[src/rtl/uart_tx_arbiter.sv]
// -----------------------------------------------------------------------------
// uart_tx_arbiter
//
// Purpose:
//    Shares one UART_TX channel between NUM_REQ byte requesters. In IDLE a
//    round-robin search starting at rr_ptr picks the first requester with a
//    valid byte. That requester gets a combinational one-hot req_ready. On the
//    handshake the byte is registered onto TxData and a single-cycle TxStart
//    is issued. The arbiter then waits for TxDone, spends one GAP cycle
//    advancing the round-robin pointer, and returns to IDLE. A watchdog sets a
//    sticky timeout_err if TxDone does not arrive within TIMEOUT_CYC cycles of
//    TxStart. In that case the arbiter abandons the frame and re-arbitrates.
//
// Parameters:
//    NUM_REQ      number of requesters (2..8)
//    TIMEOUT_CYC  cycles allowed from TxStart to TxDone
//
// Ports:
//    pClk         system clock, rising edge
//    pReset       synchronous active-high reset
//    req_valid    per-requester byte valid
//    req_data     requester i byte at [8*i+7:8*i]
//    req_last     per-requester last-byte-of-packet flag (lock build only)
//    req_ready    one-hot combinational accept, only ever high in IDLE
//    TxData       registered byte to UART_TX, held until the next handshake
//    TxStart      registered single-cycle start pulse to UART_TX
//    TxDone       single-cycle completion pulse from UART_TX
//    grant_id     index of the current or last granted requester
//    busy         high whenever the FSM is not in IDLE
//    err_clr      clears timeout_err (a same-cycle set wins)
//    timeout_err  sticky watchdog flag
//
// Configuration:
//    UART_ARB_LOCK_EN  when defined, a handshake with req_last=0 locks the
//                      channel to that requester until it sends a byte with
//                      req_last=1. A timeout or reset also releases the lock.
//                      When undefined, req_last is ignored and the pointer
//                      rotates after every byte.
// -----------------------------------------------------------------------------
module uart_tx_arbiter #(
   parameter int NUM_REQ     = 4,
   parameter int TIMEOUT_CYC = 200000
) (
   input  logic                       pClk,
   input  logic                       pReset,
   input  logic [NUM_REQ-1:0]         req_valid,
   input  logic [8*NUM_REQ-1:0]       req_data,
   input  logic [NUM_REQ-1:0]         req_last,
   output logic [NUM_REQ-1:0]         req_ready,
   output logic [7:0]                 TxData,
   output logic                       TxStart,
   input  logic                       TxDone,
   output logic [$clog2(NUM_REQ)-1:0] grant_id,
   output logic                       busy,
   input  logic                       err_clr,
   output logic                       timeout_err
);

   localparam int IDW = $clog2(NUM_REQ);
   localparam int WDW = (TIMEOUT_CYC > 1) ? $clog2(TIMEOUT_CYC) : 1;

   typedef enum logic [1:0] {
      ST_IDLE  = 2'd0,
      ST_START = 2'd1,
      ST_WAIT  = 2'd2,
      ST_GAP   = 2'd3
   } state_t;

   state_t           state_q, state_d;
   logic [IDW-1:0]   rr_ptr_q, rr_ptr_d;
   logic [IDW-1:0]   grant_id_q, grant_id_d;
   logic [7:0]       tx_data_q, tx_data_d;
   logic             tx_start_q, tx_start_d;
   logic             busy_q, busy_d;
   logic             timeout_err_q, timeout_err_d;
   logic [WDW-1:0]   wd_cnt_q, wd_cnt_d;

`ifdef UART_ARB_LOCK_EN
   logic             lock_q, lock_d;
`else
   logic             unused_req_last;
`endif

   logic             win_found;
   logic [IDW-1:0]   win_idx;
   logic [IDW-1:0]   cand_idx;
   logic [IDW-1:0]   next_ptr;
   logic             handshake;
   logic             timeout_set;

`ifndef UART_ARB_LOCK_EN
   // Without the lock feature the packet boundary flag carries no meaning,
   // so it is folded into a sink signal to show it is deliberately unused.
   assign unused_req_last = ^req_last;
`endif

   // Round-robin winner search. The loop walks rr_ptr, rr_ptr+1, ... modulo
   // NUM_REQ and keeps the first valid requester it meets. The search
   // produces a winner even outside IDLE; req_ready gating happens below.
   // When the channel is locked, the search result is discarded and only the
   // locked requester may win. Everyone else waits, even when the locked
   // requester has nothing to send yet.
   always_comb begin
      win_found = 1'b0;
      win_idx   = '0;
      cand_idx  = '0;
      for (int k = 0; k < NUM_REQ; k++) begin
         cand_idx = IDW'((int'(rr_ptr_q) + k) % NUM_REQ);
         if (!win_found && req_valid[cand_idx]) begin
            win_found = 1'b1;
            win_idx   = cand_idx;
         end
      end
`ifdef UART_ARB_LOCK_EN
      if (lock_q) begin
         win_found = req_valid[grant_id_q];
         win_idx   = grant_id_q;
      end
`endif
   end

   // req_ready is a one-hot decode of the winner and is only offered in IDLE.
   // The winner is always a valid requester, so any ready bit is a handshake.
   always_comb begin
      req_ready = '0;
      if ((state_q == ST_IDLE) && win_found) begin
         req_ready[win_idx] = 1'b1;
      end
      handshake = |(req_ready & req_valid);
   end

   // The requester after the last grant, wrapping NUM_REQ-1 back to zero.
   // This is written out explicitly because NUM_REQ need not be a power of two.
   always_comb begin
      if (grant_id_q == IDW'(NUM_REQ - 1)) begin
         next_ptr = '0;
      end else begin
         next_ptr = grant_id_q + IDW'(1);
      end
   end

   // Next-state logic for the sequencer: IDLE -> START -> WAIT -> GAP -> IDLE.
   // TxStart is computed one cycle early (on the handshake) and then
   // registered, so the pulse coincides exactly with the START state.
   // TxDone is only looked at in WAIT, so stray pulses elsewhere, including
   // one left over from a frame that was in flight at reset, have no effect.
   // A TxDone arriving in the same cycle the watchdog expires is treated as
   // a normal completion.
   always_comb begin
      state_d       = state_q;
      rr_ptr_d      = rr_ptr_q;
      grant_id_d    = grant_id_q;
      tx_data_d     = tx_data_q;
      tx_start_d    = 1'b0;
      wd_cnt_d      = wd_cnt_q;
      timeout_set   = 1'b0;
`ifdef UART_ARB_LOCK_EN
      lock_d        = lock_q;
`endif

      case (state_q)
         ST_IDLE: begin
            if (handshake) begin
               tx_data_d  = req_data[{win_idx, 3'b000} +: 8];
               grant_id_d = win_idx;
               tx_start_d = 1'b1;
               state_d    = ST_START;
`ifdef UART_ARB_LOCK_EN
               lock_d     = ~req_last[win_idx];
`endif
            end
         end
         ST_START: begin
            wd_cnt_d = '0;
            state_d  = ST_WAIT;
         end
         ST_WAIT: begin
            if (TxDone) begin
               state_d = ST_GAP;
            end else if (wd_cnt_q == WDW'(TIMEOUT_CYC - 1)) begin
               timeout_set = 1'b1;
               rr_ptr_d    = next_ptr;
               state_d     = ST_IDLE;
`ifdef UART_ARB_LOCK_EN
               lock_d      = 1'b0;
`endif
            end else begin
               wd_cnt_d = wd_cnt_q + WDW'(1);
            end
         end
         ST_GAP: begin
`ifdef UART_ARB_LOCK_EN
            if (!lock_q) begin
               rr_ptr_d = next_ptr;
            end
`else
            rr_ptr_d = next_ptr;
`endif
            state_d = ST_IDLE;
         end
         default: begin
            state_d = ST_IDLE;
         end
      endcase

      busy_d = (state_d != ST_IDLE);

      if (timeout_set) begin
         timeout_err_d = 1'b1;
      end else if (err_clr) begin
         timeout_err_d = 1'b0;
      end else begin
         timeout_err_d = timeout_err_q;
      end
   end

   // All state and all outputs are registered in this single block. Reset is
   // synchronous and returns every register to its idle value. A frame
   // already handed to UART_TX is simply forgotten.
   always_ff @(posedge pClk) begin
      if (pReset) begin
         state_q       <= ST_IDLE;
         rr_ptr_q      <= '0;
         grant_id_q    <= '0;
         tx_data_q     <= 8'h00;
         tx_start_q    <= 1'b0;
         busy_q        <= 1'b0;
         timeout_err_q <= 1'b0;
         wd_cnt_q      <= '0;
`ifdef UART_ARB_LOCK_EN
         lock_q        <= 1'b0;
`endif
      end else begin
         state_q       <= state_d;
         rr_ptr_q      <= rr_ptr_d;
         grant_id_q    <= grant_id_d;
         tx_data_q     <= tx_data_d;
         tx_start_q    <= tx_start_d;
         busy_q        <= busy_d;
         timeout_err_q <= timeout_err_d;
         wd_cnt_q      <= wd_cnt_d;
`ifdef UART_ARB_LOCK_EN
         lock_q        <= lock_d;
`endif
      end
   end

   assign TxData      = tx_data_q;
   assign TxStart     = tx_start_q;
   assign grant_id    = grant_id_q;
   assign busy        = busy_q;
   assign timeout_err = timeout_err_q;

endmodule

[config.mk]
export PLATFORM = sky130hd
export DESIGN_NAME = uart_tx_arbiter
export DESIGN_NICKNAME = d
export VERILOG_FILES = /design/src/rtl/uart_tx_arbiter.sv
export SDC_FILE = /design/constraint.sdc
export NUM_CORES = 1
export LEC_CHECK = 0
export BUFFER_PORTS_ARGS = -buffer_cell sky130_fd_sc_hd__buf_2
export CAP_MARGIN = 20
export CORE_MARGIN = 5
export CORE_UTILIZATION = 55
export CTS_CLUSTER_DIAMETER = 40
export DETAILED_ROUTE_END_ITERATION = 16
export PLACE_DENSITY = 0.93
export SYNTH_ARGS = -nofsm -noshare
export SYNTH_HDL_FRONTEND = slang
export SYNTH_SLANG_ARGS = --single-unit
[constraint.sdc]
create_clock -name pClk -period 5.4 [get_ports pClk]
set_clock_uncertainty 0.15 [all_clocks]
set_input_delay 0.54 -clock pClk [delete_from_list [all_inputs] [get_ports pClk]]
set_output_delay 0.54 -clock pClk [all_outputs]
set_load 0.02 [all_outputs]
== Yosys cells after proc, flatten, opt, wreduce, memory -nomap -nowiden ==
Index checks and enable logic that the tools add are counted.
W data, S select, Z words.

* Output and inout bits: 17
* Flip-flop bits (word level): 35
* Bits of input ports: 44
* Logic and storage cells: 84

* Bitwise logic cells: 2
* Reduce and logical (&&, ||, !) cells: 18
* Mux-type cells: 36
* Equal/unequal tests: 8
* $add $sub $neg: 5
* Magnitude comparators: 6
* Shift operators: 1

{| class="wikitable"
|+ Operators with widths
! operator !! number
|-
| $mux W18 || 2
|-
| $pmux W18 S2 || 1
|-
| $shiftx A32 B6 Y8 || 1
|-
| $mux W2 || 10
|-
| $add A18 B1 Y18 const B || 1
|-
| $eq A18 B18 Y1 const B || 1
|-
| $lt A2 B3 Y1 const B || 5
|-
| $mux W1 || 15
|-
| $bmux W1 S2 || 4
|-
| $pmux W2 S4 || 1
|-
| $reduce_bool A2 Y1 || 4
|-
| $eq A2 B2 Y1 const B || 3
|-
| $ne A2 B2 Y1 const B || 3
|-
| $reduce_and A3 Y1 || 2
|-
| $logic_and A1 B1 Y1 || 5
|-
| $add A2 B1 Y2 const B || 2
|-
| $add A2 B2 Y2 const B || 2
|-
| $and A4 B4 Y4 || 1
|-
| $mux W4 || 1
|-
| $pmux W2 S2 || 1
|-
| $reduce_or A4 Y1 || 1
|-
| $logic_not A1 Y1 || 3
|-
| $demux W1 S2 || 1
|-
| $eq A2 B1 Y1 const B || 1
|-
| other kinds (5) || 5
|}

== Longest topological paths before layout ==
* Depth after elaboration: 22
* Mapped depth: 7
* Mapped depth without buffers: 5

== Worst setup path after synthesis ==
Ideal clock, no wire load.

* Path type: input-to-output
* From: input port req_valid[2]
* To: output port req_ready[1]
* Path buffers: 1
* Data arrival time: 1873 ps
* Stages on the path: 5
* Required time: 4710 ps
* Path slack: 2837 ps
* Cell sequence: mux2_2 > nand2_1 > nand3_1 > buf_6 > nor3_1

* Word-level cells in the longest chain between the ends: 17
* Elaborated cells between the ends (all ways): 29
* Classes of those cells: 2 x order compare; 19 x mux; 8 x reduce/logical

{| class="wikitable"
|+ RTL lines
! element !! line !! text
|-
| from (decl) || 46 || <nowiki>input logic [NUM_REQ-1:0] req_valid,</nowiki>
|-
| $bmux W1 S2 || 109 || <nowiki>if (!win_found && req_valid[cand_idx]) begin</nowiki>
|-
| $mux W1 (not written as such) || 109 ||
|-
| $mux W1 || 109 ||
|-
| $logic_not A1 Y1 || 109 ||
|-
| $logic_and A1 B1 Y1 || 109 ||
|-
| $mux W1 || 109 ||
|-
| $logic_not A1 Y1 || 109 ||
|-
| $logic_and A1 B1 Y1 || 109 ||
|-
| $mux W1 || 109 ||
|-
| $logic_not A1 Y1 || 109 ||
|-
| $logic_and A1 B1 Y1 || 109 ||
|-
| $mux W2 || 109 ||
|-
| $lt A2 B3 Y1 (not written as such) / $ge A2 B1 Y1 (equally long branches) || 127 || <nowiki>req_ready[win_idx] = 1'b1;</nowiki>
|-
| $logic_and A1 B1 Y1 (not written as such) || 127 ||
|-
| $mux W1 (not written as such) || 127 ||
|-
| $demux W1 S2 || 127 ||
|-
| $mux W4 * || 126 || <nowiki>if ((state_q == ST_IDLE) && win_found) begin</nowiki>
|-
| to (decl) || 49 || <nowiki>output logic [NUM_REQ-1:0] req_ready,</nowiki>
|}

Every way passes the cells marked *; elsewhere a longest branch is shown, timed or not. The select of a mux whose other input is x is not followed.

== Worst setup path in the final report ==
* From: register rr_ptr_q[1]
* To: output port req_ready[1]

* Word-level cells in the longest chain between the ends: 17
* Elaborated cells between the ends (all ways): 32
* Classes of those cells: 3 x add/sub; 2 x order compare; 19 x mux; 8 x reduce/logical

{| class="wikitable"
|+ RTL lines
! element !! line !! text
|-
| from (decl) || 70 || <nowiki>logic [IDW-1:0] rr_ptr_q, rr_ptr_d;</nowiki>
|-
| from (signal assigned) || 235 || <nowiki>rr_ptr_q <= rr_ptr_d;</nowiki>
|-
| parallel branches: the longest is 16 deep, another holds $lt A2 B3 Y1 || n/a ||
|-
| $mux W4 * || 126 ||
|}

Mark *: on every way between the ends. The select of a mux whose other input is x is not followed.

==> key figures <==
Cells and area
  – Commonest non-fill, non-tap cell in the layout: sky130_fd_sc_hd__buf_2
  – Layout filler cell count: between 200 and 300
  – Antenna diodes: 0
  – Leading cell types in the layout, fill and taps excluded: 56 x sky130_fd_sc_hd__buf_2, 35 x sky130_fd_sc_hd__dfxtp_1, 21 x sky130_fd_sc_hd__nor2_1, 20 x sky130_fd_sc_hd__nand2_1, 19 x sky130_fd_sc_hd__a21oi_1
  – Post-synthesis to final-layout area growth: 19.57%
  – Share of cells above drive strength 1: 0.2570
  – Net count, final: 329

Timing
  – Finish-stage setup viols: 0
  – Final period util: 0.5981
  – Clock period minus worst slack: between 3000 and 4000 ps
  – Setup repair after global routing missed its margin: false
  – Final Hold Slack: 323.1 ps
  – Setup TNS: 0 ps
  – Number of pins with negative max-slew slack in the final report: 0
  – Max frequency: 309.6 MHz
  – Number of failing hold endpoints at the final stage: 0
  – Slew at the pin closest to its max-slew limit: ~800 ps
  – Worst relative slew slack: 0.4601

Drt
  – Routed metal-1 wire length: 2092 um
  – Routed Antenna Nets: 0
  – Post-route DRC: 0
  – Detailed Route Iter0 Violations: approximately 200
  – Total length of routed met3 wires: a little over 200 um
  – Number of detailed-route iterations in the first pass: 4
  – Vias after detailed routing: 1987
  – Wirelength, routed: just under 5000 um
  – Detailed route wirelength on metal2: 2526 um
  – Top metal layer carrying routed signals: met4
  – Routed vias/inst: approximately 6
  – WL/cell: 14.86 um

Logic synthesis
  – Mapped Nets: about 280
  – Post-Syn Instances: between 200 and 250
  – Flip-flop cell with the highest count after synthesis: sky130_fd_sc_hd__dfxtp_1
  – Number of synthesized flops with an enable pin: 0
  – Unique cell type count in the Yosys netlist: 44
  – Fraction of the yosys area taken by sequential cells: 0.3547
  – Avg Synthesized Cell Area: ~8.6 sq um
  – Post-synth ARST share: 0
  – Number of register bits inferred by synthesis: 35
  – Post-synthesis cell area: 1976 sq um
  – Number of warnings printed during yosys synthesis: 0

Pwr
  – Pwr/cell area: 272.8 nW/um^2
  – Peak supply drop: 204.1 uV
  – Leak: about 0.99 nW

Floorplan
  – Initial core utilization: 0.5784
  – Placement Rows: 21
  – Core ar.: 3416 sq um
  – Height of the die: about 70 um
  – Die area: 4891 sq um
  – Horizontal extent of the die: 69.94 um
  – Boundary Pins: 61

Worst setup path
  – Required time at the endpoint of the critical path: 4710 ps
  – Crit end category: output pin
  – Category of the most critical setup path: reg -> out
  – Critical path data arrival time: between 2000 and 3000 ps
  – Startpoint kind of the worst setup timing path: register
  – Worst Path Max Fanout: 18

Run status
  – Run status: completed

Place
  – DPL Wire Length: 3583 um
  – Routability-driven placement congestion ratio: 0.8262
  – Port-buffer cells: 56

Worst hold path
  – Worst hold path class: reg -> reg

Clock network
  – Post CTS Setup Buffer Count: 0
  – Gates resized, CTS repair: 0
  – Level count of the clock H-tree: 2
  – Clock latency on the worst-skew pair: between 300 and 400 ps
  – Maximum root-to-sink buffer count: 2
  – Number of buffers inserted during clock tree synthesis: 5
  – Total number of clock tree sinks: 35
  – Clock root buffer: sky130_fd_sc_hd__clkbuf_4
  – Clk pin slew, worst setup/hold paths: 120 ps
  – Hold_buf cts: 0
  – TritonCTS clock tree: done

Global route
  – First-pass GRT wire length: roughly 8300 um
  – Maximum number of pins on one net before global-route repair: 24
  – Congestion Overflow GR: 0
  – Via count of the first global-routing pass: 1853
  – Number of antenna violations at the first check in global routing: 0
  – GR Util All Layers: 0.2032

Flow run
  – Number of violations of the max-capacitance limit: 0
## cell usage after synthesis, drive strengths merged (4+ instances only)
cell type	instances	area, sq um
a2111oi	17	167.7
a21oi	19	95.09
and2	4	27.53
and3	6	37.54
and4	10	87.58
clkbuf	8	30.03
dfxtp	35	700.7
inv	7	26.28
mux2i	12	120.1
nand2	20	75.07
nand3	7	35.03
nand4	4	25.02
nor2	21	78.83
nor3	8	45.04
o21a	5	37.54
o31ai	4	30.03
or3	4	25.02
or4	6	45.04
## cell families after synthesis
| group | count (synthesis) | synth area share |
|---|---|---|
| flops | 35 | 0.3547 |
| compound gates | 59 | 0.2248 |
| mux | 13 | 0.06650 |
| simple gates | 103 | 0.2951 |
| buf+inv | 18 | 0.04180 |
| xor+xnor | 1 | 0.004434 |
| fa+ha+maj | 2 | 0.01266 |
## per-layer routing
layer | vias up | track usage
met2 | 53 | 0.3547
met4 | 0 | 0.06596
met1 | 935 | 0.2463
met3 | 9 | 0.04448
met5 | - | 0
li1 | 990 | -
## cell type report
cell class | count | area [sq um] | share of cell area
Tap cell | 46 | 57.56 | 0.02436
Multi-Input combinational cell | 178 | 1192 | 0.5048
Clock buffer | 5 | 37.54 | 0.01589
Sequential cell | 35 | 700.7 | 0.2966
Inverter | 7 | 26.28 | 0.01112
Clock inverter | 3 | 67.56 | 0.02860
Timing Repair Buffer | 56 | 280.3 | 0.1186
## metrics by stage
| stage | setup slack [ps] | total power, mW | cells | area [sq um] | util |
|---|---|---|---|---|---|
| finish | 2170 | 0.6445 | 330 | 2362 | 0.6916 |
| CTS | 2187 | 0.6465 | 330 | 2362 | 0.6916 |
| floorplan | 2837 | 0.3722 | 231 | 1976 | - |
| global route | 1901 | 0.6779 | 330 | 2362 | 0.6916 |
| global placement | 2473 | 0.4090 | 322 | 2257 | 0.6608 |
| detailed placement | 2446 | 0.4114 | 322 | 2257 | 0.6608 |
## where the power goes
part | switching (mW) | internal [mW]
sequential | 0.00860 | 0.272
combinational | 0.0777 | 0.0480
clock | 0.0944 | 0.144
## flip-flops by register name, summed over array words and instances, names as in the netlist
| signal | count |
|---|---|
| grant_id | 2 |
| TxStart | 1 |
| wd_cnt_q | 18 |
| rr_ptr_q | 2 |
| state_q | 2 |
| busy | 1 |
| TxData | 8 |
| timeout_err | 1 |
## path summary, 6_finish.rpt
| check | start | end | slack [ps] | cells past startpoint |
|---|---|---|---|---|
| worst max-delay path | rr_ptr_q[1]$_SDFFE_PP0P_ | req_ready[1] | 2170 | 5 |
| worst max register to register | rr_ptr_q[1]$_SDFFE_PP0P_ | TxData[4]$_SDFFE_PP0P_ | 2730 | 5 |
| worst min register to register | rr_ptr_q[0]$_SDFFE_PP0P_ | rr_ptr_q[0]$_SDFFE_PP0P_ | 320 | 2 |
| worst min-delay path | rr_ptr_q[0]$_SDFFE_PP0P_ | rr_ptr_q[0]$_SDFFE_PP0P_ | 320 | 2 |
## worst max-delay path, stage by stage, from the launching register on
cell and delay (ps):
sky130_fd_sc_hd__dfxtp_1 450, sky130_fd_sc_hd__mux2_2 360, sky130_fd_sc_hd__nand2_1 220, sky130_fd_sc_hd__nand3_1 630
sky130_fd_sc_hd__nor3_1 340, sky130_fd_sc_hd__buf_2 200
No activity file was read; power rests on OpenSTA's default activity.
